<file path="config.mk">
export PLATFORM = sky130hd
export DESIGN_NAME = width_packer_n
export DESIGN_NICKNAME = d
export VERILOG_FILES = /design/src/rtl/phy_pack_pkg.sv /design/src/rtl/pack_out_reg.sv /design/src/rtl/width_packer_n.sv
export SDC_FILE = /design/constraint.sdc
export NUM_CORES = 1
export LEC_CHECK = 0
export BUFFER_PORTS_ARGS = -buffer_cell sky130_fd_sc_hd__buf_2
export CAP_MARGIN = 20
export CORE_AREA = 4 4 100 102
export DETAILED_ROUTE_END_ITERATION = 10
export DIE_AREA = 0 0 104 106
export PLACE_DENSITY_LB_ADDON = 0.3
export SLEW_MARGIN = 30
export SYNTH_ARGS = -nofsm -noshare
export SYNTH_HDL_FRONTEND = slang
export SYNTH_SLANG_ARGS = --single-unit
</file>
<file path="constraint.sdc">
create_clock -name clk_4f -period 5.4 [get_ports clk_4f]
set_input_delay 0.54 -clock clk_4f [delete_from_list [all_inputs] [get_ports clk_4f]]
set_output_delay 0.54 -clock clk_4f [all_outputs]
set_load 0.03 [all_outputs]
</file>
<file path="src/rtl/phy_pack_pkg.sv">
`default_nettype none
// ============================================================================
// phy_pack_pkg : shared constants, state encoding and lane helper for the packer
// Rev 1.0
// ============================================================================
package phy_pack_pkg;

  localparam int ORDER_MSB_FIRST = 0;
  localparam int ORDER_LSB_FIRST = 1;
  localparam int PART_DISCARD    = 0;
  localparam int PART_FLUSH      = 1;

  typedef enum logic [1:0] {
    ST_IDLE       = 2'd0,
    ST_FILL       = 2'd1,
    ST_FLUSH_PEND = 2'd2
  } pack_state_e;

  // Bit offset of beat k inside the packed word.
  function automatic int lane_off(int order, int ratio, int in_w, int k);
    return (order == ORDER_LSB_FIRST) ? k * in_w : (ratio - 1 - k) * in_w;
  endfunction

endpackage
`default_nettype wire

</file>
<file path="src/rtl/pack_out_reg.sv">
`default_nettype none
// ============================================================================
// pack_out_reg : output holding register with valid/ready handshake
// Rev 1.0
// ============================================================================
module pack_out_reg #(
  parameter int W  = 32,
  parameter int LW = 3
) (
  input  logic          clk_i,
  input  logic          rst_ni,
  input  logic          load_i,
  input  logic [W-1:0]  data_i,
  input  logic          partial_i,
  input  logic [LW-1:0] lanes_i,
  input  logic          ready_i,
  output logic [W-1:0]  data_o,
  output logic          valid_o,
  output logic          partial_o,
  output logic [LW-1:0] lanes_o,
  output logic          free_o
);

  logic [W-1:0]  data_q;
  logic          valid_q;
  logic          partial_q;
  logic [LW-1:0] lanes_q;

  assign free_o    = !valid_q || ready_i;
  assign data_o    = data_q;
  assign valid_o   = valid_q;
  assign partial_o = partial_q;
  assign lanes_o   = lanes_q;

  // A load always wins over a take on the same edge, keeping valid high.
  always_ff @(posedge clk_i or negedge rst_ni) begin
    if (!rst_ni) begin
      data_q    <= '0;
      valid_q   <= 1'b0;
      partial_q <= 1'b0;
      lanes_q   <= '0;
    end else if (load_i) begin
      data_q    <= data_i;
      valid_q   <= 1'b1;
      partial_q <= partial_i;
      lanes_q   <= lanes_i;
    end else if (valid_q && ready_i) begin
      valid_q   <= 1'b0;
    end
  end

endmodule
`default_nettype wire

</file>
<file path="src/rtl/width_packer_n.sv">
`default_nettype none
// ============================================================================
// width_packer_n : packs RATIO narrow beats into one wide word, with back-pressure
// Rev 1.0
// ============================================================================
module width_packer_n
  import phy_pack_pkg::*;
#(
  parameter int              IN_W         = 8,
  parameter int              RATIO        = 4,
  parameter int              ORDER        = ORDER_MSB_FIRST,
  parameter int              PARTIAL_MODE = PART_DISCARD,
  parameter logic [IN_W-1:0] PAD_VAL      = '0
) (
  input  logic                       clk_4f,
  input  logic                       reset_L,
  input  logic                       valid_in,
  input  logic [IN_W-1:0]            data_in,
  output logic                       in_ready,
  output logic [IN_W*RATIO-1:0]      data_out,
  output logic                       valid_out,
  input  logic                       out_ready,
  output logic                       partial_out,
  output logic [$clog2(RATIO+1)-1:0] lanes_out,
  output logic                       drop_err
);

  localparam int OUT_W = IN_W * RATIO;
  localparam int CW    = $clog2(RATIO);
  localparam int LW    = $clog2(RATIO + 1);
  localparam logic [CW-1:0] LAST = CW'(RATIO - 1);

  pack_state_e      state_q;
  logic [CW-1:0]    cnt_q;
  logic [OUT_W-1:0] acc_q;
  logic             drop_err_q;

  logic             out_free;
  logic             accept;
  logic             last_beat;
  logic             flush_now;
  logic             load;
  logic [OUT_W-1:0] beat_word;
  logic [OUT_W-1:0] pad_word;
  logic [OUT_W-1:0] load_data;
  logic [LW-1:0]    load_lanes;

  assign in_ready  = (state_q != ST_FLUSH_PEND) && !((cnt_q == LAST) && !out_free);
  assign accept    = valid_in && in_ready;
  assign last_beat = accept && (cnt_q == LAST);
  assign flush_now = (PARTIAL_MODE == PART_FLUSH) && out_free &&
                     (((state_q == ST_FILL) && !valid_in) || (state_q == ST_FLUSH_PEND));
  assign load       = last_beat || flush_now;
  assign load_data  = last_beat ? beat_word : pad_word;
  assign load_lanes = last_beat ? LW'(RATIO) : LW'(cnt_q);

  // Accumulator with the current beat merged in, and with unfilled lanes padded.
  always_comb begin
    beat_word = acc_q;
    beat_word[lane_off(ORDER, RATIO, IN_W, int'(cnt_q)) +: IN_W] = data_in;
    pad_word = acc_q;
    for (int k = 0; k < RATIO; k++) begin
      if (k >= int'(cnt_q)) pad_word[lane_off(ORDER, RATIO, IN_W, k) +: IN_W] = PAD_VAL;
    end
  end

  always_ff @(posedge clk_4f or negedge reset_L) begin
    if (!reset_L) begin
      state_q    <= ST_IDLE;
      cnt_q      <= '0;
      acc_q      <= '0;
      drop_err_q <= 1'b0;
    end else begin
      drop_err_q <= 1'b0;
      case (state_q)
        ST_IDLE: begin
          if (accept) begin
            acc_q   <= beat_word;
            cnt_q   <= CW'(1);
            state_q <= ST_FILL;
          end
        end
        ST_FILL: begin
          if (last_beat) begin
            acc_q   <= '0;
            cnt_q   <= '0;
            state_q <= ST_IDLE;
          end else if (accept) begin
            acc_q <= beat_word;
            cnt_q <= cnt_q + CW'(1);
          end else if (!valid_in) begin
            if (PARTIAL_MODE == PART_FLUSH) begin
              if (out_free) begin
                acc_q   <= '0;
                cnt_q   <= '0;
                state_q <= ST_IDLE;
              end else begin
                state_q <= ST_FLUSH_PEND;
              end
            end else begin
              acc_q      <= '0;
              cnt_q      <= '0;
              state_q    <= ST_IDLE;
              drop_err_q <= 1'b1;
            end
          end
        end
        ST_FLUSH_PEND: begin
          if (out_free) begin
            acc_q   <= '0;
            cnt_q   <= '0;
            state_q <= ST_IDLE;
          end
        end
        default: begin
          acc_q   <= '0;
          cnt_q   <= '0;
          state_q <= ST_IDLE;
        end
      endcase
    end
  end

  assign drop_err = drop_err_q;

  pack_out_reg #(
    .W  (OUT_W),
    .LW (LW)
  ) u_out_reg (
    .clk_i     (clk_4f),
    .rst_ni    (reset_L),
    .load_i    (load),
    .data_i    (load_data),
    .partial_i (!last_beat),
    .lanes_i   (load_lanes),
    .ready_i   (out_ready),
    .data_o    (data_out),
    .valid_o   (valid_out),
    .partial_o (partial_out),
    .lanes_o   (lanes_out),
    .free_o    (out_free)
  );

endmodule
`default_nettype wire
</file>
==> results.tsv <==
metric	value	unit
top-area cell type share of the netlist area	57.1	%
RSZ-0062 raised after global routing	no	
Mean Syn Cell Area	11.0	um2
CTS root buf	clkbuf_8	
Diodes inserted	0	
Peak VDD IR	0.0968	mV
Post-Synth Simple-Gate Area	16.2	%
Starting Density	34.2	%
Crit Path Max Fanout	15	
Pins Over Slew Limit	0	
I/O Pins	51	
final worst path period need	2.43	ns
post-route cell area	3630	um2
WS Path Type	reg2reg	
overall die height	106	um
all-layer global routing usage	12.7	%
static leakage	1.76	nW
Worst setup SP type	flop	
maximum clock path buffer count	2	
post-CTS setup buffer count	0	
pwr dens	352	nW/um2
Comb pwr share	16.5	%
worst skew pair latency	0.35	ns
dpl cells	425	
complex-gate fraction of the synthesized area	20.9	%
critical path required time	5.68	ns
multi-input gate area in the final layout	1240	um2
final wirelength	6710	um
Synth Area in Adders	2.01	%
# fillers	888	
Post-CTS Hold Fix Bufs	0	
Setup violations, final	0	
Placed Area	3410	um2
Total Nets Final	342	
overall power	1.28	mW
Mapped Cells	284	
Mapped Area	3110	um2
aggregate negative setup slack	0	ns
routed len/inst	15.2	um
synth warn	0	
Pre-Repair DR Iteration Count	4	
clk_skew	0.0112	ns
layout cells sized above 1	22.1	%
CTS tree	built	
WP data arrival	2.71	ns
crit end category	flop	
Max transition margin	57.5	%
post-synthesis mux area share	0	%
# resized after CTS	0	
Die W	104	um
Synth cell types	34	
DRC violation total after the first TritonRoute iteration	175	
internal power	909	uW
Yosys reg bits	71	
CTS Buf Count	9	
fmax	412	MHz
initial antenna violation count	0	
share of power burned in registers	46.4	%
max cap viols	0	
Remaining Overflow, GRT	0	
fin cells	441	
worst reg2reg setup slack	2.97	ns
vias in the first global route	2039	
P&R area growth vs syn	16.8	%
vias per inst	5.00	
largest net degree at the start of global routing	72	
die footprint	11000	um2
top post-synthesis cells by area	dfrtp_1, a22o_1, o21ai_0, nand2_1, nand2b_1	
register area	1780	um2
NetSw	371	uW
largest family of logic cells by synthesized area	compound AO/OA/AOI/OAI gates	
Yosys top cell by area	dfrtp_1	
first-pass GRT wire length	11100	um
Clk pin slew, worst setup/hold paths	0.08	ns
Routed Antenna Nets	0	
sequential fraction of the synthesis area	57.1	%
total vias in the final route	2206	
H-tree levels	3	
Worst Max-Slew Pin Slew	0.638	ns
port bufs	48	
outcome	complete, no violations	
DR DRC count	0	
Placer Congestion	0.755	
row count	35	
Final Cycle Share	44.9	%
detailed-placement wirelength estimate	4540	um
Sink Count	71	
Sw Share	29.0	%
Hold/Removal Path Class	in2async	
Clock Power Share	37.1	%
post-synthesis xor/xnor area fraction	0	%
CORE AREA	9110	um2
Final Hold Fails	0	
## cell usage in the layout, fill, tap and decap left out, types with 5 or more instances in the layout
master    instances
buf_2            48
a22o_1           29
ha_1              5
nand2_1          37
nor2b_1          18
clkbuf_8         10
a21oi_1          16
dfrtp_1          71
nand2b_1         19
o21ai_0          34
## registers in the layout, summed over array words and instances, names as in the netlist
signal               count
acc_q                   32
u_out_reg.data_o        32
cnt_q                    2
drop_err                 1
state_q                  1
u_out_reg.lanes_o        1
u_out_reg.partial_o      1
u_out_reg.valid_o        1
## Yosys cell counts (all sizes together)
library cell	number
a21boi	1
a21o	4
a21oi	16
a22o	29
a32o	4
and2	2
and3	2
and4	1
and4b	1
buf	13
clkbuf	7
conb	1
dfrtp	71
ha	5
inv	2
nand2	37
nand2b	19
nand3	3
nand4	1
nand4b	1
nor2b	18
nor3	4
nor4b	1
o211ai	4
o21a	1
o21ai	35
o22ai	1
## power by group through the flow
| stage | sequential [mW] | combinational (mW) | clock, mW |
|---|---|---|---|
| after floorplan | 0.645 | 0.106 | 0 |
| after global placement | 0.603 | 0.212 | 0 |
| after detailed placement | 0.605 | 0.214 | 0 |
| after CTS | 0.594 | 0.215 | 0.488 |
| after global routing | 0.600 | 0.233 | 0.510 |
| final | 0.594 | 0.211 | 0.475 |
## critical path: stages (launching register included)
cell,delay (ns)
dfrtp_1,0.58
ha_1,0.64
nand2_1,0.19
nor3_4,0.35
and3_1,0.40
a22o_1,0.20
## final timing paths
kind	from	to	cells after the start
worst max-delay path	cnt_q[0]	acc_q[7]	5
worst min-delay path	reset_L	u_out_reg.data_o[30]	2
worst max register to register	cnt_q[0]	acc_q[7]	5
worst min register to register	u_out_reg.lanes_o[2]	u_out_reg.lanes_o[2]	1
max in group asynchronous	reset_L	u_out_reg.data_o[15]	2
min in group clk_4f	u_out_reg.lanes_o[2]	u_out_reg.lanes_o[2]	1
## cell families after synthesis
logic type | after synthesis
adders and majority gates | 5
DFF | 71
buffers and inverters | 22
and+or+nand+nor | 90
AOI/OAI and AO/OA | 95
other | 1
## final cells by class
cell class / instances / area share (%)
clock buffer: 11 / 3.89
clock inverter: 5 / 2.24
inverter: 2 / 0.207
multi-input combinational: 192 / 34.0
sequential: 71 / 48.9
tap: 111 / 3.82
timing repair buffer: 49 / 6.92
## routing by layer
layer | wire length [um] | track usage, %
met5 | 0 | 0
met1 | 3120 | 17.3
met4 | 140 | 5.98
met3 | 392 | 3.83
met2 | 3060 | 18.6
## metrics by stage
step / hold WS (ns) / utilization [%] / worst slack (ns)
2_1_floorplan: 0.244 / - / 3.59
3_3_place_gp: 0.444 / 37.3 / 2.94
3_5_place_dp: 0.447 / 37.4 / 2.99
4_1_cts: 0.414 / 39.9 / 2.97
5_1_grt: 0.348 / 39.9 / 2.82
6_report: 0.277 / 39.9 / 2.97
No activity file was read; power rests on OpenSTA's default activity.
